--- src/rtl/param_queue_mc_if.sv ---
// ----------------------------------------------------------------------------
// param_queue_mc_if
//   Handshake/data bundle between a producer/consumer pair and param_queue_mc.
//   master : the block driving requests (producer/consumer side, testbench)
//   slave  : the queue itself
//   Signals:
//     clear        flush request (master -> slave)
//     data_in      enqueue data  (master -> slave)
//     enqueue      write request (master -> slave)
//     dequeue      read request  (master -> slave)
//     data_out     registered read data        (slave -> master)
//     out_valid    one-cycle read-data strobe  (slave -> master)
//     count        occupancy 0..DEPTH          (slave -> master)
//     full/empty/almost_full/almost_empty      registered status
//     overflow/underflow                       sticky error flags
//   Optional (PARAM_QUEUE_PEAK_EN):
//     peak_clr     reload peak with the current count (master -> slave)
//     peak         highest count seen since reset/clear (slave -> master)
// ----------------------------------------------------------------------------
interface param_queue_mc_if #(
   parameter int WIDTH = 8,
   parameter int DEPTH = 16
);
   localparam int CW = $clog2(DEPTH + 1);

   logic             clear;
   logic [WIDTH-1:0] data_in;
   logic             enqueue;
   logic             dequeue;
   logic [WIDTH-1:0] data_out;
   logic             out_valid;
   logic [CW-1:0]    count;
   logic             full;
   logic             empty;
   logic             almost_full;
   logic             almost_empty;
   logic             overflow;
   logic             underflow;
`ifdef PARAM_QUEUE_PEAK_EN
   logic             peak_clr;
   logic [CW-1:0]    peak;

   modport master (
      output clear, data_in, enqueue, dequeue, peak_clr,
      input  data_out, out_valid, count, full, empty, almost_full,
             almost_empty, overflow, underflow, peak
   );
   modport slave (
      input  clear, data_in, enqueue, dequeue, peak_clr,
      output data_out, out_valid, count, full, empty, almost_full,
             almost_empty, overflow, underflow, peak
   );
`else
   modport master (
      output clear, data_in, enqueue, dequeue,
      input  data_out, out_valid, count, full, empty, almost_full,
             almost_empty, overflow, underflow
   );
   modport slave (
      input  clear, data_in, enqueue, dequeue,
      output data_out, out_valid, count, full, empty, almost_full,
             almost_empty, overflow, underflow
   );
`endif
endinterface

--- src/rtl/param_queue_mc.sv ---
// ----------------------------------------------------------------------------
// param_queue_mc
//   Parameterised single-clock FIFO with occupancy count, almost-full/empty
//   thresholds, registered read data with a valid strobe, synchronous flush
//   and sticky overflow/underflow flags. Enqueue and dequeue may be accepted
//   in the same cycle, including at full (write-through).
//   Ports:
//     clk  posedge clock
//     rst  synchronous active-low reset
//     q    param_queue_mc_if.slave (requests in, data/status out)
//   Optional feature macro: PARAM_QUEUE_PEAK_EN adds q.peak / q.peak_clr,
//   a high-water mark of the occupancy.
// ----------------------------------------------------------------------------
module param_queue_mc #(
   parameter int WIDTH    = 8,
   parameter int DEPTH    = 16,
   parameter int AF_LEVEL = DEPTH - 2,
   parameter int AE_LEVEL = 2
) (
   input logic            clk,
   input logic            rst,
   param_queue_mc_if.slave q
);
   localparam int            CW       = $clog2(DEPTH + 1);
   localparam int            PW       = $clog2(DEPTH);
   localparam logic [CW-1:0] DEPTH_C  = CW'(DEPTH);
   localparam logic [CW-1:0] AF_C     = CW'(AF_LEVEL);
   localparam logic [CW-1:0] AE_C     = CW'(AE_LEVEL);
   localparam logic [PW-1:0] PTR_LAST = PW'(DEPTH - 1);

   logic [WIDTH-1:0] mem_q [DEPTH];
   logic [PW-1:0]    wptr_q, wptr_d, rptr_q, rptr_d;
   logic [CW-1:0]    count_q, count_d;
   logic [WIDTH-1:0] dout_q;
   logic             vld_q, full_q, empty_q, af_q, ae_q, ovf_q, unf_q;
   logic             deq_ok, enq_ok, wr_en, rd_en, ovf_set, unf_set;

   always_comb begin
      deq_ok  = q.dequeue && (count_q != '0);
      // a full queue still accepts a write when a read frees a slot this cycle
      enq_ok  = q.enqueue && ((count_q != DEPTH_C) || deq_ok);
      // clear swallows requests without flagging them
      wr_en   = enq_ok && !q.clear && rst;
      rd_en   = deq_ok && !q.clear;
      ovf_set = q.enqueue && !enq_ok && !q.clear;
      unf_set = q.dequeue && !deq_ok && !q.clear;

      wptr_d  = wptr_q;
      rptr_d  = rptr_q;
      count_d = count_q;
      if (q.clear) begin
         wptr_d  = '0;
         rptr_d  = '0;
         count_d = '0;
      end else begin
         // explicit wrap so DEPTH need not be a power of two
         if (enq_ok) wptr_d = (wptr_q == PTR_LAST) ? '0 : wptr_q + PW'(1);
         if (deq_ok) rptr_d = (rptr_q == PTR_LAST) ? '0 : rptr_q + PW'(1);
         case ({enq_ok, deq_ok})
            2'b10:   count_d = count_q + CW'(1);
            2'b01:   count_d = count_q - CW'(1);
            default: count_d = count_q;
         endcase
      end
   end

   // storage is deliberately left out of reset
   always_ff @(posedge clk) begin
      if (wr_en) mem_q[wptr_q] <= q.data_in;
   end

   always_ff @(posedge clk) begin
      if (!rst) begin
         wptr_q  <= '0;
         rptr_q  <= '0;
         count_q <= '0;
         dout_q  <= '0;
         vld_q   <= 1'b0;
         full_q  <= 1'b0;
         empty_q <= 1'b1;
         af_q    <= 1'b0;
         ae_q    <= 1'b1;
         ovf_q   <= 1'b0;
         unf_q   <= 1'b0;
      end else begin
         wptr_q  <= wptr_d;
         rptr_q  <= rptr_d;
         count_q <= count_d;
         vld_q   <= rd_en;
         if (rd_en) dout_q <= mem_q[rptr_q];
         // flags follow the next count so they line up with count
         full_q  <= (count_d == DEPTH_C);
         empty_q <= (count_d == '0);
         af_q    <= (count_d >= AF_C);
         ae_q    <= (count_d <= AE_C);
         if (ovf_set) ovf_q <= 1'b1;
         if (unf_set) unf_q <= 1'b1;
      end
   end

`ifdef PARAM_QUEUE_PEAK_EN
   logic [CW-1:0] peak_q, peak_d;

   always_comb begin
      peak_d = peak_q;
      if (q.clear)             peak_d = '0;
      else if (q.peak_clr)     peak_d = count_d;
      else if (count_d > peak_q) peak_d = count_d;
   end

   always_ff @(posedge clk) begin
      if (!rst) peak_q <= '0;
      else      peak_q <= peak_d;
   end

   assign q.peak = peak_q;
`endif

   assign q.data_out     = dout_q;
   assign q.out_valid    = vld_q;
   assign q.count        = count_q;
   assign q.full         = full_q;
   assign q.empty        = empty_q;
   assign q.almost_full  = af_q;
   assign q.almost_empty = ae_q;
   assign q.overflow     = ovf_q;
   assign q.underflow    = unf_q;
endmodule

--- src/flat_wrapper.sv ---
// flat-port wrapper written by rule: the top's interface ports become plain ports
module param_queue_mc_flat 
#(
   parameter int WIDTH    = 8,
   parameter int DEPTH    = 16,
   parameter int AF_LEVEL = DEPTH - 2,
   parameter int AE_LEVEL = 2
)
  (clk, rst, q_clear, q_data_in, q_enqueue, q_dequeue, q_data_out, q_out_valid, q_count, q_full, q_empty, q_almost_full, q_almost_empty, q_overflow, q_underflow);
  param_queue_mc_if #(.WIDTH(WIDTH), .DEPTH(DEPTH)) q_i ();
  input logic clk;
  input logic rst;
  input wire logic [$bits(q_i.clear)-1:0] q_clear;
  input wire logic [$bits(q_i.data_in)-1:0] q_data_in;
  input wire logic [$bits(q_i.enqueue)-1:0] q_enqueue;
  input wire logic [$bits(q_i.dequeue)-1:0] q_dequeue;
  output wire logic [$bits(q_i.data_out)-1:0] q_data_out;
  output wire logic [$bits(q_i.out_valid)-1:0] q_out_valid;
  output wire logic [$bits(q_i.count)-1:0] q_count;
  output wire logic [$bits(q_i.full)-1:0] q_full;
  output wire logic [$bits(q_i.empty)-1:0] q_empty;
  output wire logic [$bits(q_i.almost_full)-1:0] q_almost_full;
  output wire logic [$bits(q_i.almost_empty)-1:0] q_almost_empty;
  output wire logic [$bits(q_i.overflow)-1:0] q_overflow;
  output wire logic [$bits(q_i.underflow)-1:0] q_underflow;
  assign q_i.clear = q_clear;
  assign q_i.data_in = q_data_in;
  assign q_i.enqueue = q_enqueue;
  assign q_i.dequeue = q_dequeue;
  assign q_data_out = q_i.data_out;
  assign q_out_valid = q_i.out_valid;
  assign q_count = q_i.count;
  assign q_full = q_i.full;
  assign q_empty = q_i.empty;
  assign q_almost_full = q_i.almost_full;
  assign q_almost_empty = q_i.almost_empty;
  assign q_overflow = q_i.overflow;
  assign q_underflow = q_i.underflow;
  param_queue_mc #(.WIDTH(WIDTH), .DEPTH(DEPTH), .AF_LEVEL(AF_LEVEL), .AE_LEVEL(AE_LEVEL)) u_core (.clk(clk), .rst(rst), .q(q_i));
endmodule
--- config.mk ---
export PLATFORM = sky130hd
export DESIGN_NAME = param_queue_mc_flat
export DESIGN_NICKNAME = d
export VERILOG_FILES = /design/src/rtl/param_queue_mc_if.sv /design/src/rtl/param_queue_mc.sv /design/src/flat_wrapper.sv
export SDC_FILE = /design/constraint.sdc
export NUM_CORES = 1
export LEC_CHECK = 0
export CAP_MARGIN = 5
export CORE_ASPECT_RATIO = 0.8
export CORE_MARGIN = 5
export CORE_UTILIZATION = 54
export CTS_CLUSTER_SIZE = 20
export DETAILED_ROUTE_END_ITERATION = 10
export PLACE_DENSITY = 0.73
export SYNTH_ARGS = -nofsm -noshare
export SYNTH_HDL_FRONTEND = slang
export SYNTH_SLANG_ARGS = --single-unit
--- constraint.sdc ---
create_clock -name clk -period 3.33 [get_ports clk]
set_input_delay 0.4995 -clock clk [delete_from_list [all_inputs] [get_ports clk]]
set_output_delay 0.4995 -clock clk [all_outputs]
set_load 0.02 [all_outputs]
==> impl_metrics.yaml, run 1 <==
synthesis:
  synth-seq-cells: 156
  synthArstFlopShare: 0
  synth_area_leaders: "edfxtp_1 60%, mux4_2 14%, dfxtp_1 8.7%"
  yosys.area.top_type: "edfxtp_1"
  syn-num-nets: 405
  synthFlopType: "edfxtp_1"
  synth-edff-count: 128
  syn_inst: 383
  yosys_warnings: 0
  yosys.area.top_type_share: 0.598
  avgSynthCellArea_sq_um: 16.8
  yosysSeqAreaShare: 0.685
  syn_area_sq_mm: 0.00643
  synth_cell_types: 52
drt:
  vias: 3715
  via_per_inst: 6.18
  drt.antenna.violating_nets: 0
  finalWirelength_microns: 13400
  drc: 0
  drt-wirelength-per-cell_microns: 22.2
  firstDrtPassIters: 5
  drtIter0Drc: 604
layout:
  regArea_sq_mm: 0.00441
  multi_input_area_sq_mm: 0.00189
  syn_to_final_growth_pct: 19.9
  layout-drive-gt1-share: 0.230
  fill_cells: 758
  insertedDiodeCount: 0
  final_nets: 462
floorplanning:
  die_x_microns: 132
  coreArea_sq_mm: 0.0116
  rows: 35
  initial_core_util: 0.554
  ioPinCount: 33
  die-area_sq_mm: 0.0142
  fp.dieH_microns: 108
cts:
  clock_latency_ns: 0.42
  clockBufferDepth: 2
  numClockSinks: 156
  cts-root-buf: "clkbuf_16"
  cts_setup_buffers: 0
  clk_pin_slew_worst_paths_ns: 0.06
  numCtsBuffers: 17
  cts_max_level: 4
  cts_tree: "done"
worst_setup_path:
  max_stage_delay_ns: 0.61
  arrival_ns: 3.44
  critPathMaxFanout: 7
  endpoint_kind: "flop"
  worstPathRequired_ns: 3.61
  crit_slowest_cell: "or4_4"
  crit_path_cell_trace: "or4_4, o21ai_0, nor2_1, fa_1, a21o_1, a2111oi_0, o21ai_0, a21o_1, nand2_1, a221oi_1"
  reg2reg_slack_ns: 0.17
  path_delay_family: "compound AO/OA/AOI/OAI gates"
  cp_num_buf_inv: 0
  critPathKind: "flop to flop"
  start_kind: "flop"
global_route:
  grt_pass1_wl_microns: 21200
  grt_pass1_vias: 3618
  overflow: 0
  grt_antenna_before_repair: 0
  grt_start_max_net_pins: 27
  grt.total_usage: 0.200
hold_path:
  hold_class: "flop to flop"
sta:
  timing.setup.tns_ns: 0
  holdWs_ns: 0.489
  clock_skew_ns: 0.0126
  fin_crit_ns: 3.16
  slew_viol_final: 0
  slew-limit-headroom: 0.383
  hold_viol: 0
  worstMarginPinSlew_ns: 0.917
  setup_violations: 0
  fmax_mhz: 316
  finalCritPeriodShare: 0.949
  rsz0062_at_grt: "false"
place:
  gp_congestion: 0.948
  dp.final_hpwl_microns: 8600
  port_buffers: 32
power:
  ir_worst_vdd_uv: 377
  p_per_area_mw_per_mm2: 591
  leakage_nw: 2.50
flow_run:
  drv_cap: 0
outcome:
  status: "completed"
[area by class of cell]
cell class,count,share of cell area
Clock buffer,20,0.0593
Clock inverter,12,0.0271
Tap cell,148,0.0240
Timing Repair Buffer,59,0.0679
Multi-Input combinational cell,198,0.246
Sequential cell,156,0.572
Inverter,8,0.00390
[layer usage]
metal  wire (microns)  track usage  vias up
met2             6190        0.304      201
li1                 -            -     1645
met1             5820        0.289     1857
met4               72       0.0455        0
met5                0            0        -
met3             1290       0.0612       12
[power by group]
part           internal, mW  switching, mW  leakage, nW
clock network          1.38          0.755        0.317
logic                 0.119          0.164        0.807
registers              2.13        0.00833         1.38
total                  3.62          0.927         2.50
[cells in the final DEF (no fill, tap or decap), types with 5 or more instances in the layout]
cell type / instances
a21oi_1: 15
a22o_1: 8
buf_4: 27
bufinv_16: 5
clkbuf_16: 17
clkdlybuf4s50_1: 32
dfxtp_1: 27
edfxtp_1: 128
ha_1: 8
inv_1: 7
mux4_2: 40
nand2_1: 21
nand2b_1: 5
nor2_1: 27
nor2b_1: 6
nor3_1: 8
o21ai_0: 9
[per-stage QoR]
stage	utilization	setup WS (ns)	total power, mW	instances	cell area (sq um)
floorplan	-	0.0438	2.35	383	6430
global placement	0.606	0.311	2.45	569	7040
detailed placement	0.606	0.196	2.45	569	7040
CTS	0.664	0.178	4.59	601	7700
global route	0.664	0.0298	4.70	601	7700
finish	0.664	0.170	4.55	601	7700
[worst reg2reg max path: cells and delay by family (launching register included)]
family / cells / cell delay, ns
compound gates: 6 / 1.39
simple gates: 3 / 0.82
fa+ha+maj: 1 / 0.44
flops: 1 / 0.37
[path summary, 6_finish.rpt]
path | start | to | depth (start not counted)
setup / recovery | u_core.q.count[2] | u_core.q.almost_empty | 10
hold / removal | u_core.q.data_out[1] | u_core.q.data_out[1] | 1
setup reg to reg | u_core.q.count[2] | u_core.q.almost_empty | 10
hold reg to reg | u_core.q.data_out[1] | u_core.q.data_out[1] | 1
[synthesized netlist by cell type (2+ instances only)]
cell type  number
o21a_1          2
nor3_1          8
xnor2_1         2
buf_1           2
a22o_1          8
nor2_1         27
buf_2           3
nand3_1         4
a21oi_1        15
ha_1            8
a21o_1          4
buf_6           2
mux4_2         40
clkbuf_1       14
a31oi_1         4
inv_1           7
or4_1           2
and2_1          2
nand2b_1        5
nor2b_1         6
nor3b_1         2
nand2_1        21
a211oi_1        2
o21ai_0         9
edfxtp_1      128
xor2_1          3
dfxtp_1        28
[flip-flops by register name, indices dropped and copies added (netlist names)]
name                   flops
u_core.q.almost_empty      1
u_core.q.overflow          1
u_core.q.empty             1
u_core.q.almost_full       1
u_core.q.count             5
u_core.q.data_out          8
u_core.q.full              1
u_core.q.out_valid         1
u_core.mem_q             128
u_core.wptr_q              4
u_core.q.underflow         1
u_core.rptr_q              4
[timing repair]
action / in CTS / in global routing
endpoints found under the setup margin: 0 / 1
hold buffers: 0 / 0
resized for setup: 0 / 1
endpoints found under the hold margin: 0 / 0
[logic make-up (layout without fill, tap and decap cells)]
| group | count (synthesis) | count (layout) | share of synthesized area |
|---|---|---|---|
| AOI/OAI and AO/OA | 60 | 60 | 0.0652 |
| xor gates and xnor gates | 5 | 5 | 0.00682 |
| adders and majority gates | 9 | 9 | 0.0187 |
| buffers and inverters | 29 | 99 | 0.0199 |
| DFF | 156 | 156 | 0.685 |
| muxes | 41 | 41 | 0.142 |
| and+or+nand+nor | 83 | 83 | 0.0623 |
Power figures use the tool's default switching activity.
==> inputs of run 2 (changes only) <==
- CORE_MARGIN: 5 -> default
==> impl_metrics.yaml, run 2 (synthesis results as in run 1) <==
outcome:
  status: "completed"
global_route:
  grt_start_max_net_pins: 35
  grt_pass1_vias: 3495
  use_met1: 0.366
  met3_usage: 0.0579
  grt_antenna_before_repair: 0
  grt_pass1_wl_microns: 20400
  grt_use_met2: 0.319
  grt.busiest_layer: "met1"
  overflow: 0
  grt.total_usage: 0.236
cts:
  cts_tree: "done"
  clockBufferDepth: 2
  cts_max_level: 4
  clk_pin_slew_worst_paths_ns: 0.07
  cts_setup_buffers: 0
  cts-root-buf: "clkbuf_16"
  numClockSinks: 156
  cts_hold_buf: 0
  numCtsBuffers: 17
  clock_latency_ns: 0.43
place:
  port_buffers: 32
  dp_cells: 568
  pre_cts_slack_ns: 0.164
  gp_congestion: 0.890
  dp.final_hpwl_microns: 8420
worst_setup_path:
  critPathMaxFanout: 7
  start_kind: "flop"
  r2r-end: "u_core.q.full"
  reg2reg_slack_ns: 0.23
  endpoint_kind: "flop"
  worstPathRequired_ns: 3.68
  worstReg2RegStart: "u_core.q.count[2]"
  critPathKind: "flop to flop"
  reg2regPathDepth: 8
  arrival_ns: 3.45
drt:
  drt.antenna.violating_nets: 0
  firstDrtPassIters: 4
  drtIter0Drc: 409
  vias: 3686
  drc: 0
  finalWirelength_microns: 13200
  drt-wirelength-per-cell_microns: 22.0
  via_per_inst: 6.14
layout:
  syn_to_final_growth_pct: 19.7
  layout-drive-gt1-share: 0.230
  largest_reg_flops: 128
  top_register: "u_core.mem_q"
  final-instance-count-excl-fill: 600
  layout_common_cells: "128 x edfxtp_1, 40 x mux4_2, 32 x clkdlybuf4s50_1"
  final_nets: 461
  insertedDiodeCount: 0
  final_util: 0.665
  final_common_cell: "edfxtp_1"
  fill_cells: 755
sta:
  fin_crit_ns: 3.10
  slew_viol_final: 0
  holdWs_ns: 0.481
  timing.setup.tns_ns: 0
  clock_skew_ns: 0.0122
  worstMarginPinSlew_ns: 0.653
  finalCritPeriodShare: 0.931
  rsz0062_at_grt: "false"
  setup_violations: 0
  slew-limit-headroom: 0.564
  hold_viol: 0
  fmax_mhz: 322
  setup_slack_ns: 0.228
power:
  p_sw_frac: 0.221
  p_per_area_mw_per_mm2: 589
  ir_worst_vdd_uv: 386
  power_switching_mw: 1.00
  combinationalPowerShare: 0.063
  leakage_nw: 2.50
  power.clock.fraction: 0.466
  p_int_mw: 3.53
  power_frac_seq: 0.471
floorplanning:
  die_x_microns: 124
  die-area_sq_mm: 0.0123
  coreArea_sq_mm: 0.0116
  fp.dieH_microns: 99.6
  rows: 35
  ioPinCount: 33
  initial_core_util: 0.556
hold_path:
  worstHoldStart: "u_core.q.data_out[1]"
  whs_endpoint: "u_core.q.data_out[1]"
  hold_class: "flop to flop"
  min_path_cells: 1
flow_run:
  drv_cap: 0
run 2: metrics by stage:
step	total power [mW]	cell area [sq um]
2_1_floorplan	2.35	6430
3_3_place_gp	2.45	7040
3_5_place_dp	2.46	7040
4_1_cts	4.56	7690
5_1_grt	4.66	7690
6_report	4.53	7690
run 2: worst max path at each step:
stage | startpoint | to | cells past startpoint
finish | u_core.q.count[2] | u_core.q.full | 8
global route | u_core.q.count[2] | u_core.q.almost_empty | 10
CTS | u_core.q.count[2] | u_core.q.full | 8
detailed placement | q_dequeue | u_core.q.full | 8
global placement | q_dequeue | u_core.q.full | 8
floorplan | u_core.q.count[1] | u_core.q.almost_empty | 12
run 2: critical path, cell delays in order (launching register included):
cell and delay, ns:
dfxtp_1 0.36, or4_4 0.61, o21ai_1 0.19, nor2_1 0.13, fa_1 0.52, or3b_2 0.49
a222oi_1 0.47, nand2_1 0.11, nor3_1 0.15
run 2: power by group through the flow:
stage               Combinational, mW  Sequential, mW  Clock (mW)
detailed placement              0.277            2.18           0
global placement                0.272            2.18           0
CTS                             0.280            2.14        2.14
finish                          0.284            2.14        2.11
global route                    0.309            2.14        2.21
floorplan                       0.157            2.19           0
run 2: cell type report:
class / count / area (sq um) / share of cell area
Sequential cell: 156 / 4410 / 0.573
Multi-Input combinational cell: 198 / 1900 / 0.246
Timing Repair Buffer: 58 / 528 / 0.0686
Clock buffer: 17 / 425 / 0.0553
Clock inverter: 15 / 223 / 0.0290
Tap cell: 148 / 185 / 0.0241
Inverter: 8 / 30.0 / 0.00390
run 2: what timing repair did:
action                                 CTS  global route
endpoints found under the hold margin    0             0
resized for setup                        0             3
setup endpoints to repair                0             1
run 2: metal layers:
metal  share of wire  vias to the layer above
met5               0                        -
met4           0.019                        0
met3           0.074                       18
met2            0.44                      186
met1            0.47                     1848
li1                -                     1634
==> inputs of run 3 (changes only) <==
- CORE_MARGIN: default -> 2
- clock period: 3.33 -> 2.7 ns (I/O delays scaled with it)
==> impl_metrics.yaml, run 3 (synthesis results as in run 1) <==
cts:
  numClockSinks: 156
  numCtsBuffers: 17
  cts_max_level: 4
  clock_latency_ns: 0.42
  cts-root-buf: "clkbuf_16"
  cts_tree: "done"
  cts_hold_buf: 0
  clk_pin_slew_worst_paths_ns: 0.06
  clockBufferDepth: 2
power:
  power.clock.fraction: 0.436
  power_frac_seq: 0.487
  ir_worst_vdd_uv: 648
  p_sw_frac: 0.210
  leakage_nw: 2.64
  combinationalPowerShare: 0.077
  power_switching_mw: 1.13
  p_int_mw: 4.28
  p_per_area_mw_per_mm2: 679
sta:
  holdWs_ns: 0.479
  rsz0062_at_grt: "true"
  slew-limit-headroom: 0.491
  slew_viol_final: 0
  setup_slack_ns: -0.0513
  finalCritPeriodShare: 1.02
  setup_violations: 4
  fin_crit_ns: 2.75
  fmax_mhz: 363
  hold_viol: 0
  worstMarginPinSlew_ns: 0.762
  clock_skew_ns: 0.00956
drt:
  firstDrtPassIters: 5
  dr_wl_met3_microns: 934
  drc: 0
  drt.antenna.violating_nets: 0
  top_layer: "met4"
  finalWirelength_microns: 14000
  drtIter0Drc: 423
  drt-wirelength-per-cell_microns: 22.4
  dr_wl_met2_microns: 6740
  drt-met1-wl_microns: 6220
  via_per_inst: 6.05
  vias: 3785
layout:
  largest_reg_flops: 128
  syn_to_final_growth_pct: 24.0
  layout_common_cells: "128 x edfxtp_1, 48 x buf_4, 40 x mux4_2"
  multi_input_area_sq_mm: 0.00201
  layout-drive-gt1-share: 0.308
  final_common_cell: "edfxtp_1"
  final_util: 0.689
  stdcell_area_sq_mm: 0.00797
  final_nets: 487
  final-instance-count-excl-fill: 626
  fill_cells: 740
  top_register: "u_core.mem_q"
  regArea_sq_mm: 0.00441
  insertedDiodeCount: 0
place:
  dp_cells: 589
  dpl_cell_area_sq_mm: 0.00725
  dp.final_hpwl_microns: 8900
  port_buffers: 32
  gp_congestion: 0.855
  pre_cts_slack_ns: -0.0302
flow_run:
  drv_cap: 0
floorplanning:
  ioPinCount: 33
  coreArea_sq_mm: 0.0116
  die-area_sq_mm: 0.0128
  die_x_microns: 126
  rows: 35
  initial_core_util: 0.556
  fp.dieH_microns: 102
worst_setup_path:
  worstPathRequired_ns: 3.03
  crit_path_cell_trace: "or4_4, o21ai_4, nor2_4, buf_6, ha_4, a21o_1, a211oi_2, o32a_1, a21o_1, nand2_1, a221oi_2"
  reg2reg_slack_ns: -0.05
  crit_slowest_cell: "or4_4"
  critPathKind: "flop to flop"
  endpoint_kind: "flop"
  cp_num_buf_inv: 1
  crit_top_cell: "a21o_1"
  start_kind: "flop"
  critPathMaxFanout: 4
  max_stage_delay_ns: 0.55
  path_delay_family: "compound AO/OA/AOI/OAI gates"
  arrival_ns: 3.08
global_route:
  grt_antenna_before_repair: 0
  grt_pass1_vias: 3654
  grt_start_max_net_pins: 38
  overflow: 0
  grt_pass1_wl_microns: 21400
  grt.total_usage: 0.231
hold_path:
  hold_class: "flop to flop"
outcome:
  status: "complete, but fails checks"
  violations: "negative setup slack"
==> run 3: cell types whose count changed in the layout (fill, tap and decap cells not counted), moves of 4 or more <==
| cell | previous run | this run |
|---|---|---|
| buf_4 | 25 | 48 |
| bufinv_16 | 4 | 0 |
| clkbuf_8 | 0 | 4 |
| inv_6 | 5 | 0 |
==> run 3: worst paths after layout <==
kind	from	to	depth (start not counted)
setup / recovery	u_core.q.count[2]	u_core.q.almost_empty	11
hold / removal	u_core.q.data_out[1]	u_core.q.data_out[1]	1
setup reg to reg	u_core.q.count[2]	u_core.q.almost_empty	11
hold reg to reg	u_core.q.data_out[1]	u_core.q.data_out[1]	1
==> run 3: area by class of cell <==
type	count	area share
clock inverters	3	0.00220
clock buffers	29	0.0730
multi-input cells	198	0.252
inverters	8	0.00377
well taps	148	0.0232
flip-flops and latches	156	0.553
repair buffers	84	0.0922
==> run 3: power groups by stage <==
| stage | clock, mW | combinational, mW | sequential [mW] |
|---|---|---|---|
| 6_report | 2.36 | 0.418 | 2.63 |
| 5_1_grt | 2.49 | 0.446 | 2.63 |
| 4_1_cts | 2.38 | 0.395 | 2.63 |
| 3_5_place_dp | 0 | 0.381 | 2.68 |
| 3_3_place_gp | 0 | 0.373 | 2.68 |
| 2_1_floorplan | 0 | 0.204 | 2.70 |
==> run 3: worst reg2reg max path: cells and delay by family, from the launching register on <==
family	cells	cell delay, ns
simple gates	3	0.72
flops	1	0.32
compound gates	6	1.24
buf+inv	1	0.12
fa+ha+maj	1	0.27
==> run 3: timing repair <==
item | CTS | global route
pin swaps | 11 | 16
setup endpoints to repair | 2 | 5
gates resized for setup | 10 | 10
setup buffers | 2 | 3
==> run 3: per-stage QoR <==
step | power [mW] | TNS [ns]
after floorplan | 2.91 | -0.502
after global placement | 3.06 | 0
after detailed placement | 3.06 | -0.0704
after CTS | 5.41 | 0
after global routing | 5.57 | -0.536
final | 5.41 | -0.106
==> run 3: layer usage <==
| metal | GRT usage | vias to the layer above |
|---|---|---|
| met5 | 0 | - |
| met4 | 0.0659 | 0 |
| met3 | 0.0634 | 13 |
| met2 | 0.356 | 170 |
| met1 | 0.332 | 1914 |
| li1 | - | 1688 |
